<file path="src/rtl/snake_input_ctrl.sv">
// Input stage of the snake core: button synchronise/debounce, start acknowledge,
// two-deep direction request queue with reversal rejection, and the game-speed step tick.
module snake_input_ctrl #(
  parameter int unsigned DEB_CYCLES  = 16,
  parameter int unsigned TICK_CYCLES = 1000
) (
  input  logic       Clk,
  input  logic       Reset,
  input  logic       BtnL,
  input  logic       BtnR,
  input  logic       BtnU,
  input  logic       BtnD,
  input  logic       BtnC,
  input  logic       Run,
  output logic       Step,
  output logic [1:0] Next_Dir,
  output logic       Ack,
  output logic [1:0] Pending
);

  localparam int unsigned NumBtn = 5;
  localparam int unsigned IdxL   = 0;
  localparam int unsigned IdxR   = 1;
  localparam int unsigned IdxU   = 2;
  localparam int unsigned IdxD   = 3;
  localparam int unsigned IdxC   = 4;

  localparam int unsigned DebW  = (DEB_CYCLES > 2) ? $clog2(DEB_CYCLES) : 1;
  localparam int unsigned TickW = (TICK_CYCLES > 2) ? $clog2(TICK_CYCLES) : 1;

  localparam logic [DebW-1:0]  DebMax  = DebW'(DEB_CYCLES - 1);
  localparam logic [TickW-1:0] TickMax = TickW'(TICK_CYCLES - 1);

  localparam logic [1:0] DirLeft  = 2'b00;
  localparam logic [1:0] DirRight = 2'b01;
  localparam logic [1:0] DirUp    = 2'b10;
  localparam logic [1:0] DirDown  = 2'b11;

  // ---------------------------------------------------------------------------
  // Synchronise and debounce
  // ---------------------------------------------------------------------------
  logic [NumBtn-1:0] btn_raw;
  logic [NumBtn-1:0] sync1_q, sync2_q;
  logic [NumBtn-1:0] level_q, level_d;
  logic [NumBtn-1:0] press_q, press_d;
  logic [DebW-1:0]   deb_cnt_q [NumBtn];
  logic [DebW-1:0]   deb_cnt_d [NumBtn];
  logic              ack_q;

  assign btn_raw = {BtnC, BtnD, BtnU, BtnR, BtnL};

  always_ff @(posedge Clk or negedge Reset) begin
    if (!Reset) begin
      sync1_q <= '0;
      sync2_q <= '0;
    end else begin
      sync1_q <= btn_raw;
      sync2_q <= sync1_q;
    end
  end

  always_comb begin
    for (int i = 0; i < NumBtn; i++) begin
      level_d[i]   = level_q[i];
      deb_cnt_d[i] = '0;
      if (sync2_q[i] != level_q[i]) begin
        if (deb_cnt_q[i] == DebMax) begin
          level_d[i] = ~level_q[i];
        end else begin
          deb_cnt_d[i] = deb_cnt_q[i] + 1'b1;
        end
      end
    end
  end

  // Only rising edges of the debounced level are events; releases are ignored.
  assign press_d = level_d & ~level_q;

  always_ff @(posedge Clk or negedge Reset) begin
    if (!Reset) begin
      level_q <= '0;
      press_q <= '0;
      ack_q   <= 1'b0;
      for (int i = 0; i < NumBtn; i++) begin
        deb_cnt_q[i] <= '0;
      end
    end else begin
      level_q <= level_d;
      press_q <= press_d;
      ack_q   <= press_q[IdxC];
      for (int i = 0; i < NumBtn; i++) begin
        deb_cnt_q[i] <= deb_cnt_d[i];
      end
    end
  end

  // ---------------------------------------------------------------------------
  // Direction request selection (L > R > U > D)
  // ---------------------------------------------------------------------------
  logic       req_valid;
  logic [1:0] req_dir;

  always_comb begin
    req_valid = press_q[IdxL] | press_q[IdxR] | press_q[IdxU] | press_q[IdxD];
    req_dir   = DirLeft;
    if (press_q[IdxL]) begin
      req_dir = DirLeft;
    end else if (press_q[IdxR]) begin
      req_dir = DirRight;
    end else if (press_q[IdxU]) begin
      req_dir = DirUp;
    end else if (press_q[IdxD]) begin
      req_dir = DirDown;
    end
  end

  // ---------------------------------------------------------------------------
  // Step tick and request queue
  // ---------------------------------------------------------------------------
  logic [TickW-1:0] tick_q, tick_d;
  logic             step_q, step_d;
  logic [1:0]       next_dir_q, next_dir_d;
  logic [1:0]       entry_q [2];
  logic [1:0]       entry_d [2];
  logic [1:0]       count_q, count_d;

  logic       pop, push;
  logic [1:0] count_ap, tail_ap, dir_ap, ref_dir;

  always_comb begin
    step_d = Run && (tick_q == TickMax);
    pop    = step_d && (count_q != 2'd0);

    // Queue view after any same-cycle pop; the reference direction is taken from it.
    count_ap = count_q - {1'b0, pop};
    tail_ap  = (pop || (count_q == 2'd2)) ? entry_q[1] : entry_q[0];
    dir_ap   = pop ? entry_q[0] : next_dir_q;
    ref_dir  = (count_ap != 2'd0) ? tail_ap : dir_ap;

    push = Run && req_valid && (count_ap != 2'd2) &&
           (req_dir != ref_dir) && (req_dir != (ref_dir ^ 2'b01));

    entry_d[0] = pop ? entry_q[1] : entry_q[0];
    entry_d[1] = entry_q[1];
    if (push) begin
      if (count_ap == 2'd0) begin
        entry_d[0] = req_dir;
      end else begin
        entry_d[1] = req_dir;
      end
    end

    count_d    = count_ap + {1'b0, push};
    next_dir_d = dir_ap;
    tick_d     = (tick_q == TickMax) ? '0 : tick_q + 1'b1;

    if (!Run) begin
      tick_d     = '0;
      count_d    = 2'd0;
      next_dir_d = DirRight;
      entry_d[0] = DirLeft;
      entry_d[1] = DirLeft;
    end
  end

  always_ff @(posedge Clk or negedge Reset) begin
    if (!Reset) begin
      tick_q     <= '0;
      step_q     <= 1'b0;
      next_dir_q <= DirRight;
      entry_q[0] <= DirLeft;
      entry_q[1] <= DirLeft;
      count_q    <= 2'd0;
    end else begin
      tick_q     <= tick_d;
      step_q     <= step_d;
      next_dir_q <= next_dir_d;
      entry_q[0] <= entry_d[0];
      entry_q[1] <= entry_d[1];
      count_q    <= count_d;
    end
  end

  assign Step     = step_q;
  assign Next_Dir = next_dir_q;
  assign Ack      = ack_q;
  assign Pending  = count_q;

endmodule

</file>
<file path="config.mk">
export PLATFORM = sky130hd
export DESIGN_NAME = snake_input_ctrl
export DESIGN_NICKNAME = d
export VERILOG_FILES = /design/src/rtl/snake_input_ctrl.sv
export SDC_FILE = /design/constraint.sdc
export NUM_CORES = 1
export LEC_CHECK = 0
export ABC_AREA = 1
export BUFFER_PORTS_ARGS = -buffer_cell sky130_fd_sc_hd__buf_4
export CORE_ASPECT_RATIO = 0.75
export CORE_UTILIZATION = 30
export CTS_CLUSTER_DIAMETER = 120
export DETAILED_ROUTE_END_ITERATION = 7
export PLACE_DENSITY = 0.49
export SETUP_SLACK_MARGIN = 0.2
export SLEW_MARGIN = 20
export SYNTH_ARGS = -nofsm -noshare
export SYNTH_HDL_FRONTEND = slang
export SYNTH_SLANG_ARGS = --single-unit
</file>
<file path="constraint.sdc">
create_clock -name Clk -period 2.8 [get_ports Clk]
set_input_delay 0.14 -clock Clk [delete_from_list [all_inputs] [get_ports Clk]]
set_output_delay 0.14 -clock Clk [all_outputs]
set_load 0.05 [all_outputs]
</file>
==> run metrics <==
Reg2Reg Setup Slack=390 ps; worst skew pair latency=320 ps; CP Capture Type=register; IO Count=14; FP Rows=29; DRT iter0 DRCs=67; Post-DP HPWL=2860 um; Cell Pwr Density=656 mW/mm^2; residual DRC count=0; H-Tree Depth=3; Finished Core Util=38.8%; Vias per Instance=between 4 and 5; die span in x=110 um; antenna violations before repair=0; hold depth=3; DR WL/cell=10.3 um; Root Driver=clkbuf_16; layout cells sized above 1=between 20% and 30%; Synth cell types=26; All-Layer GR Usage=11.0%; vias in the first global route=1763; final-report setup violation count=0; fin cells=418; die height=about 83 um; Fin Hold WS=129 ps; largest net degree at the start of global routing=61; Worst R2R End=Pending[1]; die area=approximately 0.0092 sq mm; Setup Crit Path Kind=register to register; pin slew with the least headroom to its limit=740 ps; Syn. warnings=0; post-route clock period utilization=86.1%; DR pass1 iterations=4; max_slew headroom=50.7%; Worst Reg-to-Reg Cells=21; Final Hold Viols=0; overall power=2.16 mW; RR Startpoint=tick_q[0]; Remaining Overflow, GRT=0; min cycle time layout=2410 ps; core area=roughly 0.0085 sq mm; cell count after placement=392; first-pass GRT wire length=7770 um; worst path required time=3000 ps; Max Slew Vio Count=0; Worst Skew=4.98 ps; Post-Layout Inst Area=around 0.0033 sq mm; Starting Density=31.1%; VDD IR-drop max=0.000343 V; dpl ws=around 160 ps; Post-Syn Nets=287; CP Max Fanout=4; HP Start=Run; Peak Freq=0.415 GHz; ant diodes=0; sequential cell area fraction in the yosys report=56.9%; Reg clk slew, reported paths=50 ps; setup TNS=0 ps; Antenna Nets Post-Route=0; final WL=between 4000 and 5000 um; cell count after synthesis=roughly 270; Placer Congestion=0.789; nets=around 320; Yosys reg bits=60; status=finished, final reports clean; Clock Path Buffers=2; Placed Area=0.00287 sq mm; PortBufs=13; Leak=1.62 nW; CTS Buf Count=9; # clock sinks=60; Data arrival, critical path=~2600 ps; Max Cap Violations=0; via count=1728; hold path endpoint=Pending[0]; hold crit path type=input port to register; CTS tree=yes; RSZ-0062 raised after global routing=false; Synth-to-Final Area Change=25.0%; Synth Cell Area=0.00264 sq mm; setup slack after layout=389 ps; Syn Area/Cell=between 9 and 10 sq um; Critical Path Source Type=register
## placed cells by master (no fill, tap or decap), drive strengths merged, types with 11 or more instances in the layout
master  Yosys  final
nand2      43     43
o21ai      13     13
nor3       11     11
clkbuf      1     11
inv        36     37
buf         0     18
nand3      17     17
dfrtp      59     59
nor2       47     47
## final cells by class
type | instances | area, sq um
fillers | 862 | 5190
flip-flops and latches | 60 | 1500
multi-input cells | 172 | 1000
clock buffers | 11 | 243
repair buffers | 24 | 195
inverters | 38 | 143
well taps | 108 | 135
clock inverters | 5 | 75.1
## state kept, by name, summed over array words and instances (netlist names)
| register | count |
|---|---|
| Ack | 1 |
| Next_Dir | 2 |
| Pending | 2 |
| Step | 1 |
| deb_cnt_q | 20 |
| entry_q | 4 |
| level_q | 5 |
| press_q | 5 |
| sync1_q | 5 |
| sync2_q | 5 |
| tick_q | 10 |
## synthesized netlist by cell type (all sizes together)
master	n	area, sq um
and2	1	6.26
clkbuf	1	13.8
nand2	43	181
o21ai	13	65.1
o21a	1	7.51
ha	8	100
nand4	3	33.8
dfrtp	59	1480
inv	36	135
nor2	47	201
a21oi	9	45.0
clkinv	2	7.51
or2	1	8.76
xnor2	9	78.8
nor3	11	55.1
dfstp	1	26.3
nand3	17	118
xor2	9	78.8
## power breakdown
group / internal [mW] / total, mW / leakage, nW / switching (mW)
combinational: 0.0356 / 0.0862 / 0.660 / 0.0506
sequential: 0.897 / 0.916 / 0.796 / 0.0188
clock: 0.797 / 1.16 / 0.159 / 0.365
## worst max-delay path by stage
| stage | endpoint | slack [ps] | startpoint |
|---|---|---|---|
| after CTS | Pending[1] | 210 | tick_q[0] |
| after floorplan | Pending[1] | 210 | Pending[1] |
| final | Pending[1] | 390 | tick_q[0] |
| after detailed placement | Pending[1] | 160 | tick_q[0] |
| after global placement | Pending[1] | 230 | tick_q[0] |
| after global routing | Pending[1] | 190 | tick_q[0] |
## critical path, stage by stage (launching register included)
cell and delay, ps:
dfrtp_1 390, ha_2 210, nand2_2 60, inv_2 70, nand3_2 90, nor2_4 140
nand3_2 70, inv_2 80, ha_4 200, inv_2 60, nor2_2 40, inv_2 60
o21ai_0 70, inv_1 70, nand3_2 100, nand2_2 70, nand2_2 60, nand3_4 70
inv_2 30, ha_1 170, xor2_1 140, nor2_1 50
## logic make-up (layout without fill, tap and decap cells)
kind of cell | count (synthesis) | in the layout | share of synthesized area, %
AND/OR/NAND/NOR | 123 | 123 | 22.9
XOR/XNOR | 18 | 18 | 5.97
adder cells (fa/ha/maj) | 8 | 8 | 3.79
AO/OA/AOI/OAI | 23 | 23 | 4.46
flip-flops | 60 | 60 | 56.9
buffers and inverters | 39 | 78 | 5.93
## layer usage
layer | track usage (%) | vias up | wire (um)
met3 | 4.71 | 2 | 187
met5 | 0 | - | 0
li1 | - | 918 | -
met1 | 15.3 | 783 | 2270
met2 | 15.5 | 25 | 1820
met4 | 3.23 | 0 | 21
## what timing repair did
item / in CTS / in global routing
buffers inserted: 1 / 3
setup endpoints to repair: 2 / 5
hold buffers: 6 / 0
resized for setup: 0 / 6
endpoints found under the hold margin: 64 / 0
pin swaps: 1 / 2
Power figures use the tool's default switching activity.
